File: src/rtl/alu_serial_seq.sv
// Bit-serial ALU sequencer: evaluates one ALU slice per clock, LSB first, over a
// WIDTH-bit operand pair, with a start/done handshake and SLT/overflow handling.
module alu_serial_seq #(
  parameter int WIDTH = 32,
  parameter int CNT_W = 6
) (
  input  logic             clk,
  input  logic             rst,
  input  logic             start,
  input  logic [2:0]       alu_op,
  input  logic [WIDTH-1:0] a,
  input  logic [WIDTH-1:0] b,
  output logic             busy,
  output logic             done,
  output logic [WIDTH-1:0] result,
  output logic             zero,
  output logic             overflow
);

  typedef enum logic [1:0] {
    S_IDLE = 2'b00,
    S_RUN  = 2'b01,
    S_FIX  = 2'b10,
    S_DONE = 2'b11
  } state_t;

  typedef enum logic [1:0] {
    F_AND = 2'b00,
    F_OR  = 2'b01,
    F_ADD = 2'b10,
    F_SLT = 2'b11
  } func_t;

  localparam logic [CNT_W-1:0] LAST_BIT = CNT_W'(WIDTH - 1);

  state_t           state_q;
  logic [WIDTH-1:0] a_q;
  logic [WIDTH-1:0] b_q;
  logic [2:0]       op_q;
  logic             carry_q;
  logic [CNT_W-1:0] count_q;
  logic             sum_msb_q;
  logic [WIDTH-1:0] result_q;
  logic             busy_q;
  logic             done_q;
  logic             zero_q;
  logic             ovf_q;

  func_t            func;
  logic             slice_a;
  logic             slice_bi;
  logic             slice_sum;
  logic             slice_cout;
  logic             slice_r;
  logic [WIDTH-1:0] result_fix_d;

  assign func = func_t'(op_q[1:0]);

  // Operands are shifted right each RUN cycle, so the active slice always sits at bit 0.
  // NOTE: every signal driven here gets a default first, so no latch can be inferred.
  always_comb begin
    slice_a    = a_q[0];
    slice_bi   = b_q[0] ^ op_q[2];
    slice_sum  = slice_a ^ slice_bi ^ carry_q;
    slice_cout = (slice_a & slice_bi) | (carry_q & (slice_a ^ slice_bi));
    slice_r    = 1'b0;
    unique case (func)
      F_AND:   slice_r = slice_a & slice_bi;
      F_OR:    slice_r = slice_a | slice_bi;
      F_ADD:   slice_r = slice_sum;
      F_SLT:   slice_r = 1'b0;
      default: slice_r = 1'b0;
    endcase
  end

  // SLT takes the raw sign of a - b (no overflow correction) as its only set bit.
  always_comb begin
    result_fix_d = result_q;
    if (func == F_SLT) begin
      result_fix_d[0] = sum_msb_q;
    end
  end

  // NOTE: all state here uses non-blocking assignments so each slice sees pre-edge values.
  always_ff @(posedge clk or posedge rst) begin
    if (rst) begin
      state_q   <= S_IDLE;
      a_q       <= '0;
      b_q       <= '0;
      op_q      <= '0;
      carry_q   <= 1'b0;
      count_q   <= '0;
      sum_msb_q <= 1'b0;
      result_q  <= '0;
      busy_q    <= 1'b0;
      done_q    <= 1'b0;
      zero_q    <= 1'b0;
      ovf_q     <= 1'b0;
    end else begin
      unique case (state_q)
        S_IDLE: begin
          done_q <= 1'b0;
          if (start) begin
            a_q     <= a;
            b_q     <= b;
            op_q    <= alu_op;
            carry_q <= alu_op[2];
            count_q <= '0;
            busy_q  <= 1'b1;
            state_q <= S_RUN;
          end
        end

        S_RUN: begin
          a_q      <= a_q >> 1;
          b_q      <= b_q >> 1;
          carry_q  <= slice_cout;
          result_q <= {slice_r, result_q[WIDTH-1:1]};
          count_q  <= count_q + CNT_W'(1);
          if (count_q == LAST_BIT) begin
            sum_msb_q <= slice_sum;
            ovf_q     <= (func == F_ADD) & (carry_q ^ slice_cout);
            state_q   <= S_FIX;
          end
        end

        S_FIX: begin
          result_q <= result_fix_d;
          zero_q   <= (result_fix_d == '0);
          busy_q   <= 1'b0;
          done_q   <= 1'b1;
          state_q  <= S_DONE;
        end

        S_DONE: begin
          done_q  <= 1'b0;
          state_q <= S_IDLE;
        end

        default: begin
          busy_q  <= 1'b0;
          done_q  <= 1'b0;
          state_q <= S_IDLE;
        end
      endcase
    end
  end

  assign busy     = busy_q;
  assign done     = done_q;
  assign result   = result_q;
  assign zero     = zero_q;
  assign overflow = ovf_q;

endmodule

File: config.mk
export PLATFORM = sky130hd
export DESIGN_NAME = alu_serial_seq
export DESIGN_NICKNAME = d
export VERILOG_FILES = /design/src/rtl/alu_serial_seq.sv
export SDC_FILE = /design/constraint.sdc
export NUM_CORES = 1
export LEC_CHECK = 0
export ABC_AREA = 1
export CORE_UTILIZATION = 35
export CTS_CLUSTER_SIZE = 20
export DETAILED_ROUTE_END_ITERATION = 6
export PLACE_DENSITY = 0.63
export SKIP_LAST_GASP = 1
export SYNTH_ARGS = -nofsm -noshare
export SYNTH_HDL_FRONTEND = slang
export SYNTH_SLANG_ARGS = --single-unit
File: constraint.sdc
create_clock -name clk -period 5 [get_ports clk]
set_input_delay 1.25 -clock clk [delete_from_list [all_inputs] [get_ports clk]]
set_output_delay 1.25 -clock clk [all_outputs]
set_load 0.01 [all_outputs]
## Word level (Yosys, flattened, before mapping)

Cells that the tools add are included.
W data, S select, Z words.

| word-level totals | value |
|---|---|
| register bits after elaboration | 113 |
| input bits | 70 |
| output and inout bits | 36 |
| logic and storage cells | 64 |

| cells by class | value |
|---|---|
| add/sub/neg operators | 1 |
| equal/unequal tests | 9 |
| multiplexer cells | 17 |
| bitwise operators | 10 |
| reduce and logical (&&, ||, !) cells | 14 |

Operators with widths:

| cell | number |
|---|---|
| $pmux W32 S2 | 3 |
| $mux W32 | 2 |
| $logic_not A32 Y1 | 1 |
| $pmux W6 S2 | 1 |
| $reduce_and A2 Y1 | 6 |
| $eq A2 B2 Y1 const B | 4 |
| $pmux W2 S4 | 1 |
| $reduce_bool A2 Y1 | 4 |
| $add A6 B1 Y6 const B | 1 |
| $eq A6 B5 Y1 const B | 1 |
| $mux W6 | 1 |
| $pmux W1 S2 | 3 |
| $eq A2 B1 Y1 const B | 2 |
| $logic_not A2 Y1 | 2 |
| $mux W2 | 2 |
| $ne A2 B2 Y1 const B | 2 |
| $pmux W1 S4 | 1 |
| $xor A1 B1 Y1 | 4 |
| $and A1 B1 Y1 | 3 |
| $mux W1 | 3 |
| $or A1 B1 Y1 | 2 |
| $reduce_or A2 Y1 | 1 |
| $not A1 Y1 | 1 |

## Longest topological paths before layout

Gate-level depths: netlist of the first run.

| depth | value |
|---|---|
| depth in word-level cells | 6 |
| mapped depth | 9 |
| gate-level depth less buffers | 9 |

## Least setup slack after synthesis of the first run

Ideal clock, no wire load.

| path | value |
|---|---|
| path kind | input port to flip-flop |
| start point | input start |
| end point | register a_q[10] |
| setup time | 0.130 ns |
| arrival time | 1.888 ns |
| data required time | 4.870 ns |
| setup slack | 2.982 ns |
| stages on the path | 6 |
| path buffers | 2 |
| path through | nand2_1 nand2_2 buf_6 buf_6 o211ai_1 o21ai_0 |

| between the ends | value |
|---|---|
| word-level cells in the longest chain between the ends | 2 |

Ends and longest elaborated chain:

| element | RTL line | RTL |
|---|---|---|
| from (decl) | 9 | `input logic start,` |
| $ne A2 B2 Y1 (no source line) | - |  |
| $reduce_and A2 Y1 (no source line) | - |  |
| to (signal assigned) | 115 | `a_q <= a_q >> 1;` |
| to (decl) | 37 | `logic [WIDTH-1:0] a_q;` |

No other way between the ends.
A chain may end at the register's enable or synchronous reset.

## Worst setup path after layout of the first run

| path | value |
|---|---|
| start point | input start |
| end point | register b_q[20] |

| between the ends | value |
|---|---|
| word-level cells in the longest chain between the ends | 2 |

Ends and longest elaborated chain:

| element | RTL line | RTL |
|---|---|---|
| $ne A2 B2 Y1 (no source line) | - |  |
| $reduce_and A2 Y1 (no source line) | - |  |
| to (signal assigned) | 116 | `b_q <= b_q >> 1;` |
| to (decl) | 38 | `logic [WIDTH-1:0] b_q;` |

No other way between the ends.

==> out/qor.yml, run 1 <==
sta:
  maxSlewHeadroom_pct: 34.0
  setup_violations: 0
  worst_slew_pin_slew_ns: 0.988
  max_freq_mhz: 340
  fin_hold_ws_ns: 0.478
  finalHoldViolCount: 0
  setup_slack_ns: 2.06
  final-max-slew-violation-count: 0
  period_share_pct: 58.7
  grt_setup_unrepaired: "false"
  period_minus_slack_ns: 2.94
  tns_ns: 0
  finClkSkew_ns: 0.00889
detailed_routing:
  drtAntennaViolNets: 0
  first_iter_violations: 313
  routed_wl_um: 11100
  route.detailed.drc: 0
  dr.pass1.iters: 5
  routedWlPerCell_um: 12.6
  vias_per_cell: 4.93
  num_vias: 4315
clocking:
  htreeDepth: 4
  root_buffer: "clkbuf_16"
  ctsHoldBuffers: 0
  cts_buffers: 17
  clock_sinks: 113
  post_cts_resized: 0
  cts_tree: "done"
  clkSlewWorstSetupHoldPaths_ns: 0.05
  clk-insertion-delay-late_ns: 0.41
  clockBufferDepth: 2
  cts_setup_buffers: 0
worst_setup_path:
  path_delay_family: "buffers and inverters"
  crit_path_start_kind: "primary input"
  r2r_end: "b_q[7]"
  cp_num_buf_inv: 2
  slowest_stage: "nand2_4"
  crit_required_ns: 5.32
  end_kind: "flop"
  timing.critical_path.cells: "clkdlybuf4s50_1 -> nand2_1 -> nand2_4 -> buf_4 -> nor2_1 -> a31oi_1"
  crit_type: "in2reg"
  reg2reg_from: "state_q[1]"
  arrival_ns: 3.26
  critical_path.max_stage_delay_ns: 0.60
  cp_max_fo: 87
  rrSetupSlack_ns: 2.61
  reg2regPathDepth: 6
floorplan:
  rows: 43
  die_w_um: 123
  initial_core_util_pct: 36.4
  die_h_um: 123
  dieArea_um2: 15200
  ioPinCount: 106
  core_um2: 14100
yosys:
  synth-main-ff-cell: "dfrtp_1"
  synth_area_leader_cell: "dfrtp_1"
  synth_edf_count: 0
  synthCells: 591
  synth.avg_cell_area_um2: 8.73
  synthArstFlopShare_pct: 100
  synth_most_common_cell: "nand2_1"
  synth.area.top_cells: "dfrtp_1 (55%), nand2_1 (10%), inv_1 (5.3%)"
  synth_common_cells: "nand2_1 (141), dfrtp_1 (113), inv_1 (73), nor2_1 (66), a31oi_1 (39)"
  yosys_warnings: 0
  syn_nets: 670
  synth_seq_cells: 113
  synth_cell_types: 26
  yosysTopAreaCellShare_pct: 54.8
  synth_area_um2: 5160
  synth_seq_area_share_pct: 54.8
placed_design:
  routabilityCongestion: 0.773
  port_buffers: 105
  placed_area_um2: 6280
  pre_cts_ws_ns: 1.63
  dp.final_hpwl_um: 7560
final_layout:
  multiInputGateArea_um2: 1860
  nFillCells: 1307
  antennaDiodeCount: 0
  nets: 764
  drive_gt1_share_pct: 5.60
  final_area_um2: 6850
  synthToLayoutAreaGrowth_pct: 32.9
  seqCellArea_um2: 2830
grt:
  grt_max_degree: 97
  grt_pass1_wl_um: 18900
  track_usage_pct: 16.1
  first_global_vias: 4127
  antenna_found_initial: 0
  grt_overflow: 0
pwr:
  finalPower_mw: 4.17
  peakVddDrop_mv: 0.258
  p_per_area_nw_per_um2: 608
  leakage_nw: 3.00
outcome:
  status: "finished, final reports clean"
hold_path:
  hold-path-cell-count: 2
  min_path_type: "reg2reg"
  min-delay-start: "zero"
  min_to: "zero"
run:
  maxCapViolCount: 0
-- where the power goes --
part	internal (mW)	switching (mW)	leakage, nW
sequential	1.28	0.186	1.40
combinational	0.600	0.961	1.31
clock	0.765	0.381	0.291
total	2.64	1.53	3.00
-- cell families after synthesis --
family | after synthesis | synth area share (%)
simple gates | 224 | 16.9
compound gates | 133 | 15.9
flops | 113 | 54.8
buf+inv | 109 | 9.51
fa+ha+maj | 9 | 2.33
xor+xnor | 3 | 0.510
-- worst min-delay path: stages, from the launching register on --
cell and delay (ns):
dfrtp_1 0.34, nand2_1 0.05, nand2_1 0.05
-- stage by stage --
stage          utilization [%]  cells
6_report                  48.4    876
4_1_cts                   48.4    876
3_3_place_gp              44.4    846
2_1_floorplan                -    591
5_1_grt                   48.4    876
3_5_place_dp              44.4    846
-- how the worst max path moves through the flow --
stage	slack (ns)	depth (start not counted)	from	endpoint
floorplan	0.76	1	rst	a_q[0]
global placement	1.72	6	start	b_q[27]
detailed placement	1.63	6	start	b_q[20]
CTS	2.06	6	start	b_q[20]
global route	1.82	6	start	b_q[20]
finish	2.06	6	start	b_q[20]
-- placed cells by master, fill, tap and decap left out --
cell type,count
a21oi_1,4
a22o_1,2
a31oi_1,39
and3_1,1
buf_4,5
bufinv_16,1
clkbuf_1,1
clkbuf_16,17
clkbuf_8,7
clkdlybuf4s50_1,105
clkinv_2,4
dfrtp_1,113
fa_1,1
ha_1,7
ha_4,1
inv_1,72
inv_2,1
inv_4,1
nand2_1,141
nand2_4,1
nand3_1,7
nand4_1,4
nor2_1,66
nor3_1,3
o211ai_1,24
o21ai_0,31
o21ai_1,1
o22ai_1,32
or2_2,1
xnor2_1,2
xor2_1,1
-- area by class of cell --
type	count	share of cell area, %
multi-input combinational	369	27.1
sequential	113	41.3
clock inverter	5	0.730
inverter	74	4.09
timing repair buffer	110	15.9
clock buffer	25	7.67
tap	180	3.29
-- state kept, by name, indices dropped and copies added (netlist names) --
register,cells
count_q,6
sum_msb_q,1
a_q,32
result,32
busy,1
done,1
zero,1
op_q,3
carry_q,1
overflow,1
state_q,2
b_q,32
-- layer usage --
metal / routed length, um / track usage [%] / vias up
met5: 0 / 0 / -
met2: 4950 / 24.9 / 137
met4: 84 / 4.29 / 0
met3: 637 / 5.17 / 9
met1: 5390 / 21.6 / 2034
li1: - / - / 2135
(Power assumes the default switching activity.)
==> run 2: changes to the inputs <==
PLACE_DENSITY = 0.65   (was 0.63)
clock period = 2.4 ns   (was 5 ns; I/O delays follow)
==> run 2 against run 1 <==
Clock power increased by 110%. Core utilization increased by 0.57 points. Critical endpoint is now result[1]. Via count decreased by 1.4%. Clock skew decreased by 0.0041 ns. Critical path depth decreased by 5. Highest routed layer unchanged. Total power increased by 110%. Sequential share of layout area decreased by 0.48 points. Worst setup slack got worse by 1.6 ns.
==> out/qor.yml, run 2 (synthesis gave the netlist of run 1 again) <==
sta:
  worst_slew_pin_slew_ns: 0.592
  max_freq_mhz: 504
  setup_violations: 0
  maxSlewHeadroom_pct: 60.4
  finClkSkew_ns: 0.00476
  finalHoldViolCount: 0
  final-max-slew-violation-count: 0
  period_minus_slack_ns: 1.99
  fin_hold_ws_ns: 0.489
  grt_setup_unrepaired: "false"
  tns_ns: 0
  period_share_pct: 82.8
worst_setup_path:
  cp_max_fo: 4
  crit_path_start_kind: "flop"
  crit_required_ns: 1.80
  end_kind: "output port"
  cp_num_buf_inv: 1
  arrival_ns: 1.39
  path_delay_family: "buffers and inverters"
  critical_path.max_stage_delay_ns: 0.56
  crit_type: "reg2out"
  timing.critical_path.cells: "clkdlybuf4s50_1"
  slowest_stage: "clkdlybuf4s50_1"
pwr:
  leakage_nw: 3.02
  p_per_area_nw_per_um2: 1280
  p_switching_mw: 3.23
  pwr-share-comb_pct: 38.3
  pwr-share-seq_pct: 34.3
  p_clk_share_pct: 27.3
  p_int_mw: 5.62
  swShare_pct: 36.5
  peakVddDrop_mv: 0.687
floorplan:
  dieArea_um2: 15200
  die_w_um: 123
  ioPinCount: 106
  core_um2: 14100
  initial_core_util_pct: 36.4
  die_h_um: 123
  rows: 43
detailed_routing:
  routed_wl_um: 11100
  first_iter_violations: 243
  drtAntennaViolNets: 0
  num_vias: 4253
  dr.pass1.iters: 5
  vias_per_cell: 4.83
  route.detailed.drc: 0
  routedWlPerCell_um: 12.6
clocking:
  ctsHoldBuffers: 0
  clk-insertion-delay-late_ns: 0.41
  post_cts_resized: 0
  clock_sinks: 113
  cts_setup_buffers: 0
  cts_buffers: 17
  clkSlewWorstSetupHoldPaths_ns: 0.05
  cts_tree: "done"
  htreeDepth: 4
  clockBufferDepth: 2
  root_buffer: "clkbuf_16"
grt:
  antenna_found_initial: 0
  grt_pass1_wl_um: 19000
  first_global_vias: 4069
  use_met2_pct: 23.6
  grt_util_met3_pct: 4.66
  track_usage_pct: 16.1
  grt_overflow: 0
  grtUsageMet1_pct: 22.3
  grt.busiest_layer: "met2"
  grt_max_degree: 59
outcome:
  status: "finished, final reports clean"
placed_design:
  port_buffers: 105
  routabilityCongestion: 0.794
  dp.final_hpwl_um: 7750
final_layout:
  mostFrequentLayoutCells: "nand2_1 (141), dfrtp_1 (113), clkdlybuf4s50_1 (105), inv_1 (72), nor2_1 (66)"
  drive_gt1_share_pct: 5.85
  antennaDiodeCount: 0
  layout_commonest_cell: "nand2_1"
  synthToLayoutAreaGrowth_pct: 34.4
  nets: 767
hold_path:
  min_path_type: "reg2reg"
run:
  maxCapViolCount: 0
run 2: cell count changes in the layout (fill, tap and decap cells not counted), sizes merged:
cell,delta
clkinvlp,+1
clkinv,-1
clkbuf,+3
inv,-1
buf,+3
run 2: worst paths after layout:
kind,endpoint,start,slack [ns],cells after the start
max in group asynchronous,result[3],rst,1.30,3
worst min-delay path,sum_msb_q,sum_msb_q,0.49,2
worst min register to register,sum_msb_q,sum_msb_q,0.49,2
worst max register to register,b_q[26],state_q[0],0.56,7
worst max-delay path,result[1],result[1],0.41,1
min in group asynchronous,a_q[5],rst,0.52,2
run 2: through the flow:
| step | std cells | setup slack [ns] | util (%) | area [um2] | total power [mW] |
|---|---|---|---|---|---|
| global route | 881 | 0.348 | 49.0 | 6930 | 9.60 |
| CTS | 881 | 0.385 | 49.0 | 6930 | 8.95 |
| detailed placement | 849 | 0.240 | 44.9 | 6350 | 6.49 |
| finish | 881 | 0.414 | 49.0 | 6930 | 8.84 |
| global placement | 849 | 0.308 | 44.9 | 6350 | 6.34 |
| floorplan | 591 | 0.429 | - | 5160 | 5.66 |
run 2: power by group through the flow:
stage / clock (mW) / sequential, mW / combinational, mW
after floorplan: 0 / 3.01 / 2.64
after global placement: 0 / 3.04 / 3.31
after detailed placement: 0 / 3.06 / 3.43
after CTS: 2.47 / 3.04 / 3.44
after global routing: 2.57 / 3.12 / 3.91
final: 2.42 / 3.04 / 3.39
run 2: layer usage:
metal	vias up	part of all wire [%]
li1	2138	-
met1	1960	49
met2	141	44
met3	14	6.3
met4	0	1.5
met5	-	0
run 2: layout make-up:
cell class,count,area (um2)
inverters,74,282
multi-input cells,369,1860
well taps,180,225
clock buffers,28,537
clock inverters,4,45.0
fillers,1354,7220
repair buffers,113,1160
flip-flops and latches,113,2830
==> run 3: changes to the inputs <==
PLACE_DENSITY = 0.63   (was 0.65)
clock period = 2.05 ns   (was 2.4 ns; I/O delays follow)
==> run 3 against run 2 <==
Clock-buffer cell count decreased by 2. Clock power increased by 15%. Combinational power increased by 21%. Critical path depth unchanged. Largest cell class unchanged. Highest routed layer unchanged.
==> out/qor.yml, run 3 (synthesis gave the netlist of run 1 again) <==
outcome:
  status: "finished, final reports clean"
pwr:
  p_per_area_nw_per_um2: 1500
  pwr-share-comb_pct: 39.3
  leakage_nw: 3.04
  p_int_mw: 6.63
  swShare_pct: 36.5
  p_switching_mw: 3.82
  pwr-share-seq_pct: 34.0
  peakVddDrop_mv: 0.604
  finalPower_mw: 10.4
  p_clk_share_pct: 26.7
sta:
  tns_ns: 0
  maxSlewHeadroom_pct: 62.2
  max_freq_mhz: 523
  final-max-slew-violation-count: 0
  finalHoldViolCount: 0
  period_minus_slack_ns: 1.91
  finClkSkew_ns: 0.00345
  setup_violations: 0
  fin_hold_ws_ns: 0.495
  period_share_pct: 93.3
  setup_slack_ns: 0.137
  worst_slew_pin_slew_ns: 0.567
  grt_setup_unrepaired: "false"
grt:
  grt_max_degree: 58
  grt_pass1_wl_um: 19600
  first_global_vias: 4216
  grt_overflow: 0
  track_usage_pct: 16.6
  antenna_found_initial: 0
final_layout:
  fin_util_pct: 49.3
  antennaDiodeCount: 0
  layout_commonest_cell: "nand2_1"
  fin_cells: 883
  nFillCells: 1329
  final_area_um2: 6970
  nets: 770
  mostFrequentLayoutCells: "nand2_1 (141), dfrtp_1 (113), clkdlybuf4s50_1 (105), inv_1 (72), nor2_1 (66)"
  drive_gt1_share_pct: 6.26
  synthToLayoutAreaGrowth_pct: 35.1
floorplan:
  dieArea_um2: 15200
  rows: 43
  initial_core_util_pct: 36.4
  die_h_um: 123
  core_um2: 14100
  ioPinCount: 106
  die_w_um: 123
detailed_routing:
  first_iter_violations: 265
  num_vias: 4289
  routed_wl_um: 11300
  route.detailed.drc: 0
  vias_per_cell: 4.86
  routedWlPerCell_um: 12.8
  drtAntennaViolNets: 0
  dr.pass1.iters: 4
run:
  maxCapViolCount: 0
worst_setup_path:
  cp_num_buf_inv: 1
  timing.critical_path.cells: "clkdlybuf4s50_1"
  crit_required_ns: 1.54
  rrSetupSlack_ns: 0.32
  r2r_end: "b_q[20]"
  cp_max_fo: 4
  crit_path_start_kind: "flop"
  reg2regPathDepth: 8
  path_delay_family: "buffers and inverters"
  arrival_ns: 1.40
  slowest_stage: "clkdlybuf4s50_1"
  crit_type: "reg2out"
  reg2reg_from: "state_q[0]"
  critical_path.max_stage_delay_ns: 0.57
  end_kind: "output port"
clocking:
  cts_tree: "done"
  root_buffer: "clkbuf_16"
  cts_buffers: 17
  clk-insertion-delay-late_ns: 0.41
  ctsHoldBuffers: 0
  clkSlewWorstSetupHoldPaths_ns: 0.05
  clockBufferDepth: 2
  post_cts_resized: 0
  cts_setup_buffers: 0
  htreeDepth: 4
  clock_sinks: 113
hold_path:
  min_to: "done"
  min-delay-start: "done"
  min_path_type: "reg2reg"
  hold-path-cell-count: 2
placed_design:
  routabilityCongestion: 0.804
  place_inst: 852
  dp.final_hpwl_um: 8080
  placed_area_um2: 6400
  pre_cts_ws_ns: 0.166
  port_buffers: 105
==> run 3: cell types whose count changed in the layout (fill, tap and decap cells not counted) <==
cell      delta
buf_4        +1
buf_12       +2
clkinv_2     +1
clkbuf_1     -1
clkbuf_8     -1
==> run 3: worst max-delay path by stage <==
stage                   start    endpoint  slack (ns)  depth (start not counted)
finish              result[1]   result[1]        0.14                          1
global route        result[1]   result[1]        0.07                          1
CTS                 result[1]   result[1]        0.11                          1
detailed placement      start     b_q[29]        0.17                          6
global placement        start  count_q[5]        0.19                          7
floorplan                 rst      a_q[0]        0.17                          1
==> run 3: power by group through the flow <==
stage / sequential (mW) / clock [mW] / combinational (mW)
after floorplan: 3.53 / 0 / 3.10
after global placement: 3.56 / 0 / 4.00
after detailed placement: 3.59 / 0 / 4.14
after CTS: 3.57 / 2.84 / 4.16
after global routing: 3.67 / 2.94 / 4.70
final: 3.56 / 2.79 / 4.10
==> run 3: routing by layer <==
metal	global-route usage [%]	part of all wire (%)	vias up
met3	4.38	5.5	14
met4	6.02	1.4	0
li1	-	-	2143
met2	25.6	44	116
met5	0	0	-
met1	22.5	49	2016
==> run 3: cell type report <==
type                    instances  area (um2)  share of cell area (%)
repair buffers                116        1210                    17.3
clock inverters                 5        50.0                   0.718
clock buffers                  26         519                    7.45
inverters                      74         282                    4.04
flip-flops and latches        113        2830                    40.6
well taps                     180         225                    3.23
multi-input cells             369        1860                    26.6
